--- src/rtl/serdes_deserializer_pkg.sv ---
// Shared types and constants for the serial receive path.
package serdes_pkg;

    typedef enum logic [0:0] {
        HUNT   = 1'b0,
        LOCKED = 1'b1
    } serdes_rx_state_e;

    // K28.5 in both running disparities, LSB transmitted first
    localparam logic [9:0] K28_5_RDM = 10'h17C;
    localparam logic [9:0] K28_5_RDP = 10'h283;

    localparam int DEFAULT_WIDTH      = 10;
    localparam int DEFAULT_LOSS_LIMIT = 4;

endpackage

--- src/rtl/serdes_deserializer_if.sv ---
// Receive-side serial pair and deserialized word outputs.
// master: serial source / word consumer, slave: the deserializer.
interface serdes_deserializer_if
    import serdes_pkg::*;
    #(parameter int WIDTH = DEFAULT_WIDTH);

    logic             Rx0_p;
    logic             Rx0_n;
    logic [WIDTH-1:0] Rx0;
    logic             rx_valid;
    logic             rx_comma;
    logic             rx_locked;
    logic             rx_diff_err;
    logic             rx_realign;

    modport master (
        output Rx0_p, Rx0_n,
        input  Rx0, rx_valid, rx_comma, rx_locked, rx_diff_err, rx_realign
    );

    modport slave (
        input  Rx0_p, Rx0_n,
        output Rx0, rx_valid, rx_comma, rx_locked, rx_diff_err, rx_realign
    );

endinterface

--- src/rtl/serdes_comma_detect.sv ---
// Combinational comma / anti-comma match on a WIDTH-bit window.
module serdes_comma_detect
    import serdes_pkg::*;
    #(
        parameter int               WIDTH = DEFAULT_WIDTH,
        parameter logic [WIDTH-1:0] COMMA = WIDTH'(K28_5_RDM)
    ) (
        input  logic [WIDTH-1:0] window_i,
        output logic             is_comma_o,
        output logic             is_anti_o
    );

    assign is_comma_o = (window_i == COMMA);
    assign is_anti_o  = (window_i == ~COMMA);

endmodule

--- src/rtl/serdes_deserializer.sv ---
// Serial-to-parallel receiver: hunts for a comma, then tracks word
// boundaries and drops lock after LOSS_LIMIT consecutive errored words.
module serdes_deserializer
    import serdes_pkg::*;
    #(
        parameter int               WIDTH      = DEFAULT_WIDTH,
        parameter logic [WIDTH-1:0] COMMA      = WIDTH'(K28_5_RDM),
        parameter int               LOSS_LIMIT = DEFAULT_LOSS_LIMIT
    ) (
        input  logic                 serial_clk,
        input  logic                 serdes_reset,
        serdes_deserializer_if.slave rx
    );

    localparam int CNT_W = $clog2(WIDTH);
    localparam int ERR_W = $clog2(LOSS_LIMIT + 1);

    serdes_rx_state_e  state_q;
    logic [WIDTH-1:0]  sr_q;
    logic [WIDTH-1:0]  sr_d;
    logic [CNT_W-1:0]  bit_cnt_q;
    logic [ERR_W-1:0]  err_cnt_q;
    logic [ERR_W-1:0]  err_cnt_inc;
    logic              word_err_q;
    logic              bit_err;
    logic              cur_err;
    logic              boundary;
    logic              is_comma;
    logic              is_anti;
    logic              any_comma;

    logic [WIDTH-1:0]  rx0_q;
    logic              rx_valid_q;
    logic              rx_comma_q;
    logic              rx_locked_q;
    logic              rx_diff_err_q;
    logic              rx_realign_q;

    serdes_comma_detect #(
        .WIDTH (WIDTH),
        .COMMA (COMMA)
    ) u_comma_detect (
        .window_i   (sr_d),
        .is_comma_o (is_comma),
        .is_anti_o  (is_anti)
    );

    // Next window, per-bit error and boundary/saturation helpers
    always_comb begin
        sr_d        = {rx.Rx0_p, sr_q[WIDTH-1:1]};
        bit_err     = (rx.Rx0_p == rx.Rx0_n);
        cur_err     = word_err_q | bit_err;
        boundary    = (bit_cnt_q == CNT_W'(WIDTH - 1));
        any_comma   = is_comma | is_anti;
        err_cnt_inc = (err_cnt_q == '1) ? err_cnt_q : err_cnt_q + ERR_W'(1);
    end

    // Alignment FSM with registered outputs
    always_ff @(posedge serial_clk or posedge serdes_reset) begin
        if (serdes_reset) begin
            state_q       <= HUNT;
            sr_q          <= '0;
            bit_cnt_q     <= '0;
            err_cnt_q     <= '0;
            word_err_q    <= 1'b0;
            rx0_q         <= '0;
            rx_valid_q    <= 1'b0;
            rx_comma_q    <= 1'b0;
            rx_locked_q   <= 1'b0;
            rx_diff_err_q <= 1'b0;
            rx_realign_q  <= 1'b0;
        end else begin
            sr_q          <= sr_d;
            rx_diff_err_q <= bit_err;
            rx_valid_q    <= 1'b0;
            rx_comma_q    <= 1'b0;
            rx_realign_q  <= 1'b0;
            case (state_q)
                HUNT: begin
                    word_err_q  <= 1'b0;
                    rx_locked_q <= 1'b0;
                    if (any_comma) begin
                        rx0_q       <= sr_d;
                        rx_valid_q  <= 1'b1;
                        rx_comma_q  <= 1'b1;
                        bit_cnt_q   <= '0;
                        err_cnt_q   <= '0;
                        rx_locked_q <= 1'b1;
                        state_q     <= LOCKED;
                    end
                end
                LOCKED: begin
                    rx_locked_q <= 1'b1;
                    word_err_q  <= cur_err;
                    bit_cnt_q   <= bit_cnt_q + CNT_W'(1);
                    if (boundary) begin
                        rx0_q      <= sr_d;
                        rx_valid_q <= 1'b1;
                        rx_comma_q <= any_comma;
                        bit_cnt_q  <= '0;
                        word_err_q <= 1'b0;
                        if (cur_err) begin
                            err_cnt_q <= err_cnt_inc;
                            if (err_cnt_inc >= ERR_W'(LOSS_LIMIT)) begin
                                state_q     <= HUNT;
                                rx_locked_q <= 1'b0;
                            end
                        end else begin
                            err_cnt_q <= '0;
                        end
                    end else if (any_comma) begin
                        // comma off the tracked boundary: re-anchor on it
                        rx0_q        <= sr_d;
                        rx_valid_q   <= 1'b1;
                        rx_comma_q   <= 1'b1;
                        rx_realign_q <= 1'b1;
                        bit_cnt_q    <= '0;
                        word_err_q   <= 1'b0;
                    end
                end
                default: state_q <= HUNT;
            endcase
        end
    end

    assign rx.Rx0         = rx0_q;
    assign rx.rx_valid    = rx_valid_q;
    assign rx.rx_comma    = rx_comma_q;
    assign rx.rx_locked   = rx_locked_q;
    assign rx.rx_diff_err = rx_diff_err_q;
    assign rx.rx_realign  = rx_realign_q;

endmodule

--- src/flat_wrapper.sv ---
// flat-port wrapper written by rule: the top's interface ports become plain ports
module serdes_deserializer_flat import serdes_pkg::*;
#(
        parameter int               WIDTH      = DEFAULT_WIDTH,
        parameter logic [WIDTH-1:0] COMMA      = WIDTH'(K28_5_RDM),
        parameter int               LOSS_LIMIT = DEFAULT_LOSS_LIMIT
    )
  (serial_clk, serdes_reset, rx_Rx0_p, rx_Rx0_n, rx_Rx0, rx_rx_valid, rx_rx_comma, rx_rx_locked, rx_rx_diff_err, rx_rx_realign);
  serdes_deserializer_if #(.WIDTH(WIDTH)) rx_i ();
  input  logic serial_clk;
  input  logic serdes_reset;
  input wire logic [$bits(rx_i.Rx0_p)-1:0] rx_Rx0_p;
  input wire logic [$bits(rx_i.Rx0_n)-1:0] rx_Rx0_n;
  output wire logic [$bits(rx_i.Rx0)-1:0] rx_Rx0;
  output wire logic [$bits(rx_i.rx_valid)-1:0] rx_rx_valid;
  output wire logic [$bits(rx_i.rx_comma)-1:0] rx_rx_comma;
  output wire logic [$bits(rx_i.rx_locked)-1:0] rx_rx_locked;
  output wire logic [$bits(rx_i.rx_diff_err)-1:0] rx_rx_diff_err;
  output wire logic [$bits(rx_i.rx_realign)-1:0] rx_rx_realign;
  assign rx_i.Rx0_p = rx_Rx0_p;
  assign rx_i.Rx0_n = rx_Rx0_n;
  assign rx_Rx0 = rx_i.Rx0;
  assign rx_rx_valid = rx_i.rx_valid;
  assign rx_rx_comma = rx_i.rx_comma;
  assign rx_rx_locked = rx_i.rx_locked;
  assign rx_rx_diff_err = rx_i.rx_diff_err;
  assign rx_rx_realign = rx_i.rx_realign;
  serdes_deserializer #(.WIDTH(WIDTH), .COMMA(COMMA), .LOSS_LIMIT(LOSS_LIMIT)) u_core (.serial_clk(serial_clk), .serdes_reset(serdes_reset), .rx(rx_i));
endmodule
--- config.mk ---
export PLATFORM = sky130hd
export DESIGN_NAME = serdes_deserializer_flat
export DESIGN_NICKNAME = d
export VERILOG_FILES = /design/src/rtl/serdes_deserializer_pkg.sv /design/src/rtl/serdes_deserializer_if.sv /design/src/rtl/serdes_comma_detect.sv /design/src/rtl/serdes_deserializer.sv /design/src/flat_wrapper.sv
export SDC_FILE = /design/constraint.sdc
export NUM_CORES = 1
export LEC_CHECK = 0
export ABC_AREA = 1
export BUFFER_PORTS_ARGS = -buffer_cell sky130_fd_sc_hd__buf_2
export CAP_MARGIN = 20
export CORE_AREA = 3 3 59 61
export DETAILED_ROUTE_END_ITERATION = 16
export DIE_AREA = 0 0 62 64
export GPL_TIMING_DRIVEN = 0
export PLACE_DENSITY = 0.67
export SYNTH_ARGS = -nofsm -noshare
export SYNTH_HDL_FRONTEND = slang
export SYNTH_SLANG_ARGS = --single-unit
--- constraint.sdc ---
create_clock -name serial_clk -period 2.2 [get_ports serial_clk]
set_input_delay 0 -clock serial_clk [delete_from_list [all_inputs] [get_ports serial_clk]]
set_output_delay 0 -clock serial_clk [all_outputs]
set_load 0.03 [all_outputs]
# Yosys cells after proc, flatten, opt, wreduce, memory -nomap -nowiden
# Cells that the tools add are included.
[op_classes]
addsub = 2
order_cmp = 1
n_eq_ne = 7
muxes = 26
bitwise_logic = 3
reduce_logical = 1
[op_table]
columns = ["operator", "count"]
rows = [
  ["$mux W10", 2],
  ["$pmux W10 S2", 1],
  ["$mux W3", 4],
  ["$mux W4", 3],
  ["$eq A10 B10 Y1 const B", 1],
  ["$eq A10 B9 Y1 const B", 1],
  ["$mux W1", 10],
  ["$pmux W1 S2", 4],
  ["$pmux W4 S2", 1],
  ["$pmux W3 S2", 1],
  ["$add A4 B1 Y4 const B", 1],
  ["$eq A4 B4 Y1 const B", 1],
  ["$ne A2 B1 Y1 const B", 2],
  ["$add A3 B1 Y3 const B", 1],
  ["$eq A3 B3 Y1 const B", 1],
  ["$ge A3 B3 Y1 const B", 1],
  ["$or A1 B1 Y1", 2],
  ["$reduce_and A2 Y1", 1],
  ["$eq A1 B1 Y1", 1],
  ["$not A1 Y1", 1],
]
[word_totals]
ff_bits = 33
in_bits = 4
word_cells = 50

# Logic depth before layout (Yosys ltp)
[depth]
depth_word = 7
mapped_depth = 9
depth_no_buf = 8

# Hierarchy
# A second synthesis with hierarchy kept.
[unflattened]
cells_unflattened = 144
area_unflattened_um2 = 1337.5
[modules_own_cells]
columns = ["module", "n_inst", "cells_per_inst", "area_each_um2", "seq_area_each_um2"]
rows = [
  ["serdes_deserializer", 1, 125, 1261.2, 800.8],
  ["serdes_comma_detect", 1, 19, 76.3, 0.0],
]

# Worst setup path after synthesis
# Ideal clock, no wire load.
[synth_timing]
path_kind = "register to register"
from = "reg u_core.bit_cnt_q[0]"
to = "reg u_core.rx0_q[7] (netlist: u_core.rx.Rx0[7])"
setup_ps = 117
arrival_time_ps = 1228
slack_ps = 855
path_stages_with_launch = 9
cell_sequence = "dfrtp_1 > ha_1 > nand2_2 > nor2_4 > nand2_4 > nand3_4 > buf_12 > nand2_2 > o21ai_2"
[synth_via]
elab_chain_len = 3
[synth_lines]
columns = ["element", "line", "rtl"]
rows = [
  ["from (decl)", "serdes_deserializer.sv:21", "logic [CNT_W-1:0] bit_cnt_q;"],
  ["from (signal assigned)", "serdes_deserializer.sv:95", "bit_cnt_q <= bit_cnt_q + CNT_W'(1);"],
  ["$eq A4 B4 Y1", "serdes_deserializer.sv:53", "boundary = (bit_cnt_q == CNT_W'(WIDTH - 1));"],
  ["$mux W10", "serdes_deserializer.sv:96", "if (boundary) begin"],
  ["$pmux W10 S2", "serdes_deserializer.sv:78", "case (state_q)"],
  ["to (signal assigned)", "serdes_deserializer.sv:83", "rx0_q <= sr_d;"],
  ["to (signal assigned)", "serdes_deserializer.sv:97", "rx0_q <= sr_d;"],
  ["to (signal assigned)", "serdes_deserializer.sv:113", "rx0_q <= sr_d;"],
  ["to (decl)", "serdes_deserializer.sv:32", "logic [WIDTH-1:0] rx0_q;"],
]
# Every way passes these cells.
# A chain may end at the register's enable or synchronous reset.

# Worst setup path in the final report
# Same ends and word-level chain as after synthesis.

==> impl_metrics.json <==
{
  "cp.depth": 8,
  "hold_viol": 0,
  "ys_seq_area_share_pct": 54.7,
  "synth_nets": 152,
  "fmax_mhz": 668,
  "met2_usage_pct": 24.2,
  "drv_slew": 0,
  "cts_made_buffers": 5,
  "drt_wl_total_um": 2560,
  "max_cap_violations": 0,
  "slowest_stage": "dfrtp_1",
  "maxSlewHeadroom_pct": 60.4,
  "ff2ff_path_depth": 8,
  "wl_per_cell_um": 11.7,
  "cts_setup_buffers": 0,
  "post-route-cell-area_um2": 1760,
  "via_per_inst": 4.80,
  "area_growth_pct": 20.4,
  "htreeDepth": 2,
  "end_kind": "flop",
  "overflow": 0,
  "first_iter_violations": 32,
  "die-area_um2": 3970,
  "stdcell_count": 219,
  "path_clk_slew_ns": 0.10,
  "pin_count": 19,
  "leakagePower_uw": 0.000897,
  "grtUsageMet3_pct": 3.64,
  "place_area_um2": 1640,
  "post-route-util_pct": 58.1,
  "rsz0062_at_grt": "no",
  "dp_cells": 208,
  "clock-sinks": 32,
  "syn_area_per_cell_um2": 10.1,
  "ys_ff_latch": 32,
  "final_layout_size_suffix_gt1_share_pct": 33.1,
  "gp_congestion": 0.743,
  "start_util_pct": 48.3,
  "grt_max_degree": 20,
  "min_period_over_period_pct": 68.0,
  "critPathTopFamily": "simple AND/OR/NAND/NOR gates",
  "cp_data_required_time_ns": 2.44,
  "grt_antenna_before_repair": 0,
  "portBuffers": 18,
  "tightest_slew_ns": 0.594,
  "die_x_um": 62,
  "ys_warn_count": 0,
  "crit_path_max_fanout": 10,
  "fin_nets": 181,
  "vdd_drop_max_mv": 0.755,
  "grt_pass1_wl_um": 4490,
  "grt_pass1_vias": 1026,
  "status": "completed",
  "busiest_layer": "met2",
  "grt_usage_pct": 15.3,
  "core_area_um2": 3030,
  "antenna_cells": 0,
  "syn_inst": 145,
  "p_per_area_nw_per_um2": 1330,
  "cts-root-buf": "clkbuf_4",
  "post-route-drc-count": 0,
  "use_met1_pct": 18.7,
  "fin_skew_ns": 0.0112,
  "post_cts_resized": 0,
  "crit_buf_inv": 1,
  "cts.path.max_buffers": 2,
  "fillers": 260,
  "cpMostUsedCell": "nand2_2",
  "dp_hpwl_um": 1910,
  "drt_first_pass_iters": 4,
  "crit_chain": "ha_1, nand2_2, nor2_4, nand2_4, nand3_4, buf_12, nand2_2, o21ai_2",
  "clkLatencyLatePin_ns": 0.34,
  "worstSetupPathType": "reg2reg",
  "cts_tree": "yes",
  "netlist_area_um2": 1460,
  "ant_nets": 0,
  "finalSetupViolCount": 0,
  "critPathLaunchType": "flop",
  "via_count": 1051,
  "synth_cell_type_count": 27,
  "cpPeakStageDelay_ns": 0.46,
  "min_path_type": "in2async",
  "totalNegativeSetupSlack_ns": 0,
  "rows": 20,
  "post-route-min-period_ns": 1.50,
  "die_y_um": 64,
  "worst_ep_arrival_time_ns": 1.73
}
[cells by family after synthesis]
family          after synthesis  synth area share [%]
xor+xnor                      2                  1.20
fa+ha+maj                     3                  2.57
simple gates                 65                  24.6
compound gates               18                  9.32
flops                        32                  54.7
buf+inv                      25                  7.53
[through the flow]
stage	hold slack (ns)	setup slack, ns	total power, µW
3_3_place_gp	0.200	0.755	1800
4_1_cts	0.275	0.696	2350
3_5_place_dp	0.0997	0.722	1850
6_report	0.259	0.703	2330
2_1_floorplan	0.0314	0.855	1610
5_1_grt	0.313	0.569	2500
[placed cells by master, fill, tap and decap left out, drive strengths merged, types with 2 or more instances in the layout]
cell and count:
clkbuf 7, o21ai 11, dfrtp 32, nor2 16, a21oi 2, o211ai 2
ha 3, inv 24, nand4 2, buf 20, nand3 12, nand2 32
dlygate4sd3 3
[synthesized netlist by cell type, drive strengths merged]
cell,number,area (µm²)
dfrtp,32,801
nand2,32,133
or2,1,6.26
a31oi,1,6.26
a21oi,2,10.0
o21ai,11,88.8
ha,3,37.5
nand3,12,97.6
a31o,1,8.76
nand4,2,12.5
nor3,1,5.00
buf,1,20.0
and2,1,6.26
inv,24,90.1
nor2,16,100
xnor2,1,8.76
xor2,1,8.76
a22oi,1,7.51
o211ai,2,15.0
[worst paths after layout]
check	slack, ns	from	endpoint
max	0.70	u_core.bit_cnt_q[0]	u_core.rx.Rx0[7]
min	0.26	serdes_reset	u_core.bit_cnt_q[3]
max reg2reg	0.70	u_core.bit_cnt_q[0]	u_core.rx.Rx0[7]
min reg2reg	0.43	u_core.sr_q[7]	u_core.sr_q[6]
max in group asynchronous	1.43	serdes_reset	u_core.rx.Rx0[1]
min in group serial_clk	0.41	rx_Rx0_p	u_core.sr_q[9]
[state kept, by name, summed over array words and instances, names as in the netlist]
register	cells
u_core.rx.rx_comma	1
u_core.state_q	1
u_core.err_cnt_q	3
u_core.rx.rx_valid	1
u_core.sr_q	9
u_core.rx.rx_diff_err	1
u_core.word_err_q	1
u_core.bit_cnt_q	4
u_core.rx.Rx0	10
u_core.rx.rx_realign	1
[cell type report]
type / instances / area, µm² / share of cell area (%)
Clock inverter: 1 / 30.0 / 1.71
Inverter: 24 / 90.1 / 5.12
Tap cell: 44 / 55.1 / 3.13
Multi-Input combinational cell: 88 / 552 / 31.3
Clock buffer: 7 / 65.1 / 3.70
Timing Repair Buffer: 22 / 148 / 8.39
Sequential cell: 32 / 801 / 45.5
Buffer: 1 / 20.0 / 1.14
[tightest hold or removal path, delay by kind of cell]
family | cells | cell delay, ns
buffers and inverters | 3 | 1.09
[layer usage]
layer,vias to the layer above,part of all wire [%]
met4,0,2.0
met5,-,0
met3,5,4.5
met1,505,44
met2,20,49
li1,521,-
[repair_timing]
item                                    CTS  global route
endpoints found under the setup margin    0             0
hold buffers                              3             0
endpoints found under the hold margin    15             0
[power breakdown]
group          total, µW  switching, µW  internal (µW)  leakage [µW]
sequential           925            151            775      0.000387
clock                505            203            302     0.0000515
combinational        905            570            335      0.000458
(Power assumes the default switching activity.)
